`src/rtl/lif_pkg.sv`:
```
// rtl/lif_pkg.sv - shared state encoding and default timing constants for the LIF stimulus sequencer
package lif_pkg;

   typedef enum logic [2:0] {
      ST_IDLE  = 3'd0,
      ST_NRST  = 3'd1,
      ST_LEAD  = 3'd2,
      ST_PAR   = 3'd3,
      ST_INIT  = 3'd4,
      ST_RUN   = 3'd5,
      ST_DRAIN = 3'd6
   } lif_state_e;

   localparam int DEF_PAR_LEAD = 2;
   localparam int DEF_INIT_LEN = 8;
   localparam int DEF_RUN_SKIP = 9;
   localparam int NRST_LEN     = 2;

endpackage

```
`src/rtl/lif_stim_sequencer_if.sv`:
```
// rtl/lif_stim_sequencer_if.sv - input-current byte stream handshake into the sequencer
interface lif_stim_sequencer_if;
   logic       cur_valid;
   logic [7:0] cur_data;
   logic       cur_ready;

   modport master (output cur_valid, output cur_data, input cur_ready);
   modport slave  (input cur_valid, input cur_data, output cur_ready);
endinterface

```
`src/rtl/lif_sample_capture.sv`:
```
// rtl/lif_sample_capture.sv - registers neuron voltage/spike pins, counts spikes, flags pin-direction faults
module lif_sample_capture (
   input  logic        clk,
   input  logic        rst,
   input  logic        clear,
   input  logic        sample_en,
   input  logic [7:0]  nrn_uo,
   input  logic [7:0]  nrn_uio,
   input  logic        spike_oe,
   output logic        samp_valid,
   output logic [15:0] samp_v,
   output logic        samp_spike,
   output logic [15:0] spike_cnt,
   output logic        err
);

   always_ff @(posedge clk) begin
      if (rst) begin
         samp_valid <= 1'b0;
         samp_v     <= 16'h0000;
         samp_spike <= 1'b0;
         spike_cnt  <= 16'h0000;
         err        <= 1'b0;
      end else begin
         samp_valid <= sample_en;
         if (sample_en) begin
            samp_v     <= {nrn_uo, nrn_uio[7:1], 1'b0};
            samp_spike <= nrn_uio[0];
         end
         // counter and fault flag move together with the sample they describe
         if (clear) begin
            spike_cnt <= 16'h0000;
            err       <= 1'b0;
         end else if (sample_en) begin
            if (nrn_uio[0] && (spike_cnt != 16'hFFFF))
               spike_cnt <= spike_cnt + 16'd1;
            if (!spike_oe)
               err <= 1'b1;
         end
      end
   end

endmodule

```
`src/rtl/lif_stim_sequencer.sv`:
```
// rtl/lif_stim_sequencer.sv - loads parameters and initial voltages into a LIF neuron, streams current, samples output
module lif_stim_sequencer
   import lif_pkg::*;
#(
   parameter int PAR_LEAD = DEF_PAR_LEAD,
   parameter int INIT_LEN = DEF_INIT_LEN,
   parameter int RUN_SKIP = DEF_RUN_SKIP
) (
   input  logic                  clk,
   input  logic                  rst,
   input  logic                  start,
   input  logic                  stop,
   input  logic [15:0]           e_rest,
   input  logic [15:0]           e_tau,
   input  logic [15:0]           v_th,
   input  logic                  vi_wr_en,
   input  logic [2:0]            vi_wr_addr,
   input  logic [15:0]           vi_wr_data,
   lif_stim_sequencer_if.slave   cur,
   output logic                  nrn_rst_n,
   output logic [7:0]            nrn_ui,
   output logic [7:0]            nrn_uio_drv,
   input  logic [7:0]            nrn_uo,
   input  logic [7:0]            nrn_uio,
   input  logic [7:0]            nrn_uio_oe,
   output logic                  samp_valid,
   output logic [15:0]           samp_v,
   output logic                  samp_spike,
   output logic [15:0]           spike_cnt,
   output logic                  busy,
   output logic                  err,
   output logic [2:0]            state_o
);

   localparam logic [3:0] NRST_LAST = 4'(NRST_LEN - 1);
   localparam logic [3:0] LEAD_LAST = 4'(PAR_LEAD - 1);
   localparam logic [3:0] INIT_LAST = 4'(INIT_LEN - 1);
   localparam logic [3:0] SKIP      = 4'(RUN_SKIP);
   localparam logic [3:0] SKIP_LAST = 4'(RUN_SKIP - 1);

   lif_state_e  state, state_n;
   logic [3:0]  cnt, cnt_n;
   logic [3:0]  dcnt, dcnt_n;
   logic [15:0] e_rest_q, e_tau_q, v_th_q;
   logic [15:0] vi_tab [8];
   logic [15:0] word;
   logic        launch;
   logic        sample_en;
   logic        unused_oe;

   assign launch    = (state == ST_IDLE) && start;
   assign unused_oe = ^nrn_uio_oe[7:1];

   always_ff @(posedge clk) begin
      if (rst) begin
         state    <= ST_IDLE;
         cnt      <= 4'd0;
         dcnt     <= 4'd0;
         e_rest_q <= 16'h0000;
         e_tau_q  <= 16'h0000;
         v_th_q   <= 16'h0000;
         for (int i = 0; i < 8; i++) vi_tab[i] <= 16'h0000;
      end else begin
         state <= state_n;
         cnt   <= cnt_n;
         dcnt  <= dcnt_n;
         if (launch) begin
            e_rest_q <= e_rest;
            e_tau_q  <= e_tau;
            v_th_q   <= v_th;
         end
         if ((state == ST_IDLE) && vi_wr_en)
            vi_tab[vi_wr_addr] <= vi_wr_data;
      end
   end

   // cnt is the per-phase index; in RUN/DRAIN it is the saturating RUN+DRAIN total
   always_comb begin
      state_n = state;
      cnt_n   = cnt;
      dcnt_n  = dcnt;
      case (state)
         ST_IDLE: if (start) begin
            state_n = ST_NRST;
            cnt_n   = 4'd0;
         end
         ST_NRST: if (cnt == NRST_LAST) begin
            state_n = ST_LEAD;
            cnt_n   = 4'd0;
         end else cnt_n = cnt + 4'd1;
         ST_LEAD: if (cnt == LEAD_LAST) begin
            state_n = ST_PAR;
            cnt_n   = 4'd0;
         end else cnt_n = cnt + 4'd1;
         ST_PAR: if (cnt == 4'd2) begin
            state_n = ST_INIT;
            cnt_n   = 4'd0;
         end else cnt_n = cnt + 4'd1;
         ST_INIT: if (cnt == INIT_LAST) begin
            state_n = ST_RUN;
            cnt_n   = 4'd0;
         end else cnt_n = cnt + 4'd1;
         ST_RUN: begin
            if (cnt != 4'hF) cnt_n = cnt + 4'd1;
            if (stop) begin
               state_n = ST_DRAIN;
               dcnt_n  = 4'd0;
            end
         end
         ST_DRAIN: begin
            if (cnt != 4'hF) cnt_n = cnt + 4'd1;
            if (dcnt == SKIP_LAST) begin
               state_n = ST_IDLE;
               cnt_n   = 4'd0;
               dcnt_n  = 4'd0;
            end else dcnt_n = dcnt + 4'd1;
         end
         default: begin
            state_n = ST_IDLE;
            cnt_n   = 4'd0;
            dcnt_n  = 4'd0;
         end
      endcase
   end

   always_comb begin
      word          = 16'h0000;
      cur.cur_ready = 1'b0;
      case (state)
         ST_PAR:  word = (cnt == 4'd0) ? e_rest_q : (cnt == 4'd1) ? e_tau_q : v_th_q;
         ST_INIT: word = vi_tab[cnt[2:0]];
         ST_RUN: begin
            cur.cur_ready = 1'b1;
            if (cur.cur_valid) word = {cur.cur_data, 8'h00};
         end
         default: word = 16'h0000;
      endcase
   end

   assign nrn_ui      = word[15:8];
   assign nrn_uio_drv = word[7:0];
   assign nrn_rst_n   = !((state == ST_IDLE) || (state == ST_NRST));
   assign busy        = (state != ST_IDLE);
   assign state_o     = state;
   assign sample_en   = ((state == ST_RUN) || (state == ST_DRAIN)) && (cnt >= SKIP);

   lif_sample_capture u_capture (
      .clk        (clk),
      .rst        (rst),
      .clear      (launch),
      .sample_en  (sample_en),
      .nrn_uo     (nrn_uo),
      .nrn_uio    (nrn_uio),
      .spike_oe   (nrn_uio_oe[0]),
      .samp_valid (samp_valid),
      .samp_v     (samp_v),
      .samp_spike (samp_spike),
      .spike_cnt  (spike_cnt),
      .err        (err)
   );

endmodule

```
`src/flat_wrapper.sv`:
```
// flat-port wrapper written by rule: the top's interface ports become plain ports
module lif_stim_sequencer_flat import lif_pkg::*;
#(
   parameter int PAR_LEAD = DEF_PAR_LEAD,
   parameter int INIT_LEN = DEF_INIT_LEN,
   parameter int RUN_SKIP = DEF_RUN_SKIP
)
  (clk, rst, start, stop, e_rest, e_tau, v_th, vi_wr_en, vi_wr_addr, vi_wr_data, nrn_rst_n, nrn_ui, nrn_uio_drv, nrn_uo, nrn_uio, nrn_uio_oe, samp_valid, samp_v, samp_spike, spike_cnt, busy, err, state_o, cur_cur_valid, cur_cur_data, cur_cur_ready);
  lif_stim_sequencer_if cur_i ();
  input  logic clk;
  input  logic rst;
  input  logic start;
  input  logic stop;
  input  logic [15:0] e_rest;
  input  logic [15:0] e_tau;
  input  logic [15:0] v_th;
  input  logic vi_wr_en;
  input  logic [2:0] vi_wr_addr;
  input  logic [15:0] vi_wr_data;
  output logic nrn_rst_n;
  output logic [7:0] nrn_ui;
  output logic [7:0] nrn_uio_drv;
  input  logic [7:0] nrn_uo;
  input  logic [7:0] nrn_uio;
  input  logic [7:0] nrn_uio_oe;
  output logic samp_valid;
  output logic [15:0] samp_v;
  output logic samp_spike;
  output logic [15:0] spike_cnt;
  output logic busy;
  output logic err;
  output logic [2:0] state_o;
  input wire logic [$bits(cur_i.cur_valid)-1:0] cur_cur_valid;
  input wire logic [$bits(cur_i.cur_data)-1:0] cur_cur_data;
  output wire logic [$bits(cur_i.cur_ready)-1:0] cur_cur_ready;
  assign cur_i.cur_valid = cur_cur_valid;
  assign cur_i.cur_data = cur_cur_data;
  assign cur_cur_ready = cur_i.cur_ready;
  lif_stim_sequencer #(.PAR_LEAD(PAR_LEAD), .INIT_LEN(INIT_LEN), .RUN_SKIP(RUN_SKIP)) u_core (.clk(clk), .rst(rst), .start(start), .stop(stop), .e_rest(e_rest), .e_tau(e_tau), .v_th(v_th), .vi_wr_en(vi_wr_en), .vi_wr_addr(vi_wr_addr), .vi_wr_data(vi_wr_data), .cur(cur_i), .nrn_rst_n(nrn_rst_n), .nrn_ui(nrn_ui), .nrn_uio_drv(nrn_uio_drv), .nrn_uo(nrn_uo), .nrn_uio(nrn_uio), .nrn_uio_oe(nrn_uio_oe), .samp_valid(samp_valid), .samp_v(samp_v), .samp_spike(samp_spike), .spike_cnt(spike_cnt), .busy(busy), .err(err), .state_o(state_o));
endmodule
```
`config.mk`:
```
export PLATFORM = sky130hd
export DESIGN_NAME = lif_stim_sequencer_flat
export DESIGN_NICKNAME = d
export VERILOG_FILES = /design/src/rtl/lif_pkg.sv /design/src/rtl/lif_stim_sequencer_if.sv /design/src/rtl/lif_sample_capture.sv /design/src/rtl/lif_stim_sequencer.sv /design/src/flat_wrapper.sv
export SDC_FILE = /design/constraint.sdc
export NUM_CORES = 1
export LEC_CHECK = 0
export BUFFER_PORTS_ARGS = -buffer_cell sky130_fd_sc_hd__clkbuf_2
export CAP_MARGIN = 0
export CORE_MARGIN = 5
export CORE_UTILIZATION = 30
export CTS_CLUSTER_SIZE = 28
export DETAILED_ROUTE_END_ITERATION = 10
export PLACE_DENSITY_LB_ADDON = 0.3
export SYNTH_ARGS = -nofsm -noshare
export SYNTH_HDL_FRONTEND = slang
export SYNTH_SLANG_ARGS = --single-unit
export TNS_END_PERCENT = 10
```
`constraint.sdc`:
```
create_clock -name clk -period 5.9 [get_ports clk]
set_clock_uncertainty 0.2 [all_clocks]
set_input_delay 0.295 -clock clk [delete_from_list [all_inputs] [get_ports clk]]
set_output_delay 0.295 -clock clk [all_outputs]
set_load 0.05 [all_outputs]
```
Word level (Yosys, flattened, before mapping)
Memories as Yosys holds them, arrays and structs flattened. A register that Yosys moved wholly into a read port is not among the register bits.
Cells that the tools add are included.
{"block": "classes", "addsub": 3, "multipliers": 0, "div_mod_pow": 0, "n_lt_le_gt_ge": 1, "n_eq_ne": 19, "shift": 0, "muxes": 33, "n_bitwise": 2, "n_reduce_logical": 18}
{"op": "16-bit two-way mux", "n": 4}
{"op": "16-bit case mux with 3 select lines", "n": 1}
{"op": "4-bit two-way mux", "n": 8}
{"op": "3-bit two-way mux", "n": 10}
{"op": "4-bit case mux with 6 select lines", "n": 1}
{"op": "3-bit case mux with 7 select lines", "n": 1}
{"op": "16-bit by 1-bit adder with 16-bit output, second input constant", "n": 1}
{"op": "16-bit != test, second input constant", "n": 1}
{"op": "16-bit OR reduction", "n": 1}
{"op": "4-bit case mux with 3 select lines", "n": 1}
{"op": "2-bit by 1-bit != test with 1-bit output, second input constant", "n": 5}
{"op": "3-bit equality test, second input constant", "n": 3}
{"op": "4-bit by 1-bit adder with 4-bit output, second input constant", "n": 2}
{"op": "1-bit two-way mux", "n": 7}
{"op": "7-bit AND reduction", "n": 1}
{"op": "3-bit by 2-bit equality test with 1-bit output, second input constant", "n": 2}
{"op": "2-bit AND reduction", "n": 3}
{"op": "5-bit OR reduction", "n": 1}
{"op": "4-bit by 1-bit equality test with 1-bit output, second input constant", "n": 1}
{"op": "4-bit by 2-bit equality test with 1-bit output, second input constant", "n": 1}
{"op": "4-bit by 3-bit equality test with 1-bit output, second input constant", "n": 1}
{"op": "4-bit equality test, second input constant", "n": 1}
{"op": "4-bit >= comparator, second input constant", "n": 1}
{"op": "1-bit logical AND", "n": 4}
{"op": "other kinds (10)", "n": 14}
{"block": "totals", "reg_bits": 93, "latchBits": 0, "mem_bits_rw": 128, "romBits": 0, "input_bits": 105, "out_inout_bits": 57, "elab_cells": 88, "mem_count": 1}
{"memory": "u_core.vi_tab", "words": 8, "width": 16, "rd": 1, "rd_ports_with_merged_regs": 1, "write_ports": 8, "line": "lif_stim_sequencer.sv:45", "text": "logic [15:0] vi_tab [8];"}

Longest topological paths before layout
{"block": "logic_depth", "depth_word": 7, "depth_mapped": 9, "ltp_nobuf": 7}

By module
From an unflattened synthesis, not the netlist that was laid out.
{"block": "unflattened", "hier_cells": 950, "area_unflattened_um2": 10546.4}
{"mod": "lif_stim_sequencer", "instances": 1, "cells_each": 787, "area_each_um2": 9078.7, "seq_area_each_um2": 5084.9}
{"mod": "lif_sample_capture", "instances": 1, "cells_each": 163, "area_each_um2": 1467.7, "seq_area_each_um2": 680.7}

Worst setup path after synthesis
No wires, ideal clock.
{"block": "synth_path", "path_kind": "flip-flop to flip-flop", "start": "register u_core.state[0] (netlist: u_core.state_o[0])", "end": "memory u_core.vi_tab[0][0], enable pin", "setup_ns": 0.373, "arrival_time_ns": 2.396, "setup_slack_ns": 2.931, "stages_incl_launch_ff": 7, "path_buffers": 1, "path_cell_list": "dfxtp_1 -> buf_6 -> nor3_2 -> inv_2 -> or4b_4 -> nor3_4 -> or2_1"}
{"element": "start, declared", "line": "lif_stim_sequencer.sv:41", "text": "lif_state_e state, state_n;"}
{"element": "start signal, assigned", "line": "lif_stim_sequencer.sv:64", "text": "state <= state_n;"}
{"element": "end, declared", "line": "lif_stim_sequencer.sv:45"}

==> metrics.txt <==
status completed; Tot GR Track Use 0.140; number of synthesized flops with an enable pin between 100 and 150; Core Area 0.0336 sq mm; Slew @ Worst Pin 1.09 ns; largest net degree at the start of global routing 93; post-synthesis sequential area ratio 0.562; First DRT Iteration DRCs 333; fin crit share 0.617; final core occ 0.389; CP Capture Type output port; Critical Path Fanout Max 17; synthesized cell area 0.0103 sq mm; Yosys top cell by area edfxtp_1; Gate Count Post-Synth 900; first-pass GRT wire length 43.3 mm; Worst-path clk slew 0.06 ns; DP Worst Slack 2.44 ns; Slew Limit Fails 0; Final Worst Setup Slack 2.26 ns; max_slew headroom 0.272; Clock Latency Late Sink between 0.5 and 0.6 ns; minimum clock period 3.64 ns; Die X 195 um; vias in the first global route 7473; Final Cell Area 0.0131 sq mm; post-DP HPWL 17.8 mm; Fin Setup TNS 0 ns; cell area after placement 0.0114 sq mm; crit path DAT 3.14 ns; worst hold margin 0.0392 ns; syn_nets between 1000 and 1500; setup violators final 0; Ant. Diodes 0; synth warn 0; crit start category flop; CP Data Required Time 5.41 ns; worst ir drop on vdd 0.277 mV; post-synth top area share 0.375; drt wl/cell 17.2 um; main flop type after synthesis edfxtp_1; Final Hold Vio Count 0; Area contributors post-synth edfxtp_1 (37%), dfxtp_1 (19%), and2_1 (8.0%); leakage power 4.99 nW; unrepaired setup endpoints after global routing no; PostCTS Resize Cnt 0; # nets final 1228; Worst Hold Class in2reg; DRC violations left 0; Clock Tree Root clkbuf_16; Final GP Congestion between 0.7 and 0.8; power per cell area 337 mW/mm^2; Worst R2R Setup Slack 2.47 ns; die area ~0.038 sq mm; antenna violation net count after detailed routing 0; gr ovfl total 0; CTS Buf Count 25; # port buffers 153; row count between 60 and 70; Max Freq 0.275 GHz; Initial Utilization 0.305; Vias/cell 4.64; DRT Pass-1 Iters 5; layout cells sized above 1 0.229; clock sink count 224; Die Height 195 um; syn_area_per_cell ~11 sq um; CTS tree yes; critical path class reg2out; number of I/O pins roughly 160; max cap viols 0; via count 7333; initial antenna violation count 3; share of flip-flops with an asynchronous set or reset 0; Synth Register Bits 224; DRT Wirelength between 20 and 30 mm; synth unique cells 63; deepest clock path buffer count 3; Area Overhead vs Synth 27.4%; H-tree depth 1
state kept, by name (all words and copies together) (netlist names), named ones only:
signal                       cells
u_core.u_capture.spike_cnt      16
u_core.dcnt                      4
u_core.e_tau_q                  16
u_core.u_capture.samp_valid      1
u_core.cnt                       4
u_core.u_capture.err             1
u_core.v_th_q                   16
u_core.vi_tab                  128
u_core.u_capture.samp_spike      1
u_core.state_o                   3
u_core.e_rest_q                 16
u_core.u_capture.samp_v         15
critical path, cell delays in order (launching register included):
cell,delay [ns]
dfxtp_2,0.73
buf_4,0.45
mux4_2,0.59
mux2i_1,0.18
nor2_1,0.11
a211o_1,0.33
clkbuf_2,0.24
path summary, 6_finish.rpt:
kind,startpoint,endpoint,depth (start not counted)
worst max-delay path,flop,nrn_ui[6],6
worst min-delay path,start,u_core.cnt[3]$_SDFFE_PP0N_,4
worst max register to register,u_core.state_o[2]$_SDFFE_PP0P_,u_core.vi_tab[0][1]$_SDFFCE_PN0P_,5
worst min register to register,u_core.e_rest_q[2]$_SDFFE_PP0P_,u_core.e_rest_q[2]$_SDFFE_PP0P_,2
cells in the final DEF, fill, tap and decap left out, drive strengths merged, types with 14 or more instances in the layout:
cell type,n
and2,133
edfxtp,128
inv,16
a21oi,55
dfxtp,96
nand2,118
dlygate4sd3,82
nor2,63
o21ai,14
mux4,32
clkbuf,187
mux2i,50
metrics by stage:
step	total power, mW	instances
after floorplan	2.57	900
after global placement	2.83	1454
after detailed placement	2.84	1454
after CTS	4.46	1581
after global routing	4.63	1581
final	4.40	1581
final cells by class:
cell class / count / area (sq um)
Tap cell: 448 / 561
Inverter: 14 / 52.6
Sequential cell: 224 / 5770
Fill cell: 3253 / 20500
Multi-Input combinational cell: 604 / 4200
Clock buffer: 35 / 724
Clock inverter: 10 / 108
Timing Repair Buffer: 246 / 1670
power by group:
part / leakage (nW) / total, mW / switching, mW / internal, mW
clock network: 0.409 / 1.57 / 0.623 / 0.943
logic: 2.48 / 0.961 / 0.598 / 0.363
registers: 2.11 / 1.88 / 0.0910 / 1.79
total: 4.99 / 4.40 / 1.31 / 3.09
logic make-up (layout without fill, tap and decap cells):
logic type      Yosys count  in the layout  synth area share
simple gates            378            378             0.193
flops                   224            224             0.562
compound gates          123            123            0.0752
mux                      82             82             0.119
buf+inv                  72            305            0.0302
xor+xnor                 12             12            0.0102
fa+ha+maj                 8              8           0.00976
other cells               1              1          0.000365
per-layer routing:
| layer | vias up | share of wire | GRT usage |
|---|---|---|---|
| met2 | 157 | 0.47 | 0.230 |
| met4 | 6 | 0.013 | 0.0246 |
| met1 | 3504 | 0.46 | 0.192 |
| met3 | 31 | 0.055 | 0.0310 |
| met5 | - | 0.0012 | 0 |
| li1 | 3635 | - | - |
cells in the mapped netlist, types with 2 or more instances:
master,count
nand3_1,9
or4_1,6
o31ai_1,2
or3_1,5
nor2_1,60
o21bai_1,3
o21ai_0,13
o2111ai_1,3
buf_2,17
nand4_1,5
ha_1,8
nor3_1,5
a31oi_1,2
nand2b_1,6
nor3b_1,4
nand4b_1,2
xnor2_1,3
nor2b_1,3
a211o_1,8
xor2_1,9
o211ai_1,7
inv_2,3
buf_1,3
inv_1,11
mux4_2,32
mux2i_1,50
a211oi_1,10
a21oi_1,55
edfxtp_1,128
or2_2,8
nor2_4,3
nand2_1,117
buf_6,2
dfxtp_1,96
nand3b_1,2
clkbuf_1,35
o22ai_1,8
and2_1,132
timing repair:
item                      CTS  global route
setup buffers               0             0
hold buffers               82             0
hold endpoints to repair  194             0
Power figures use the tool's default switching activity.
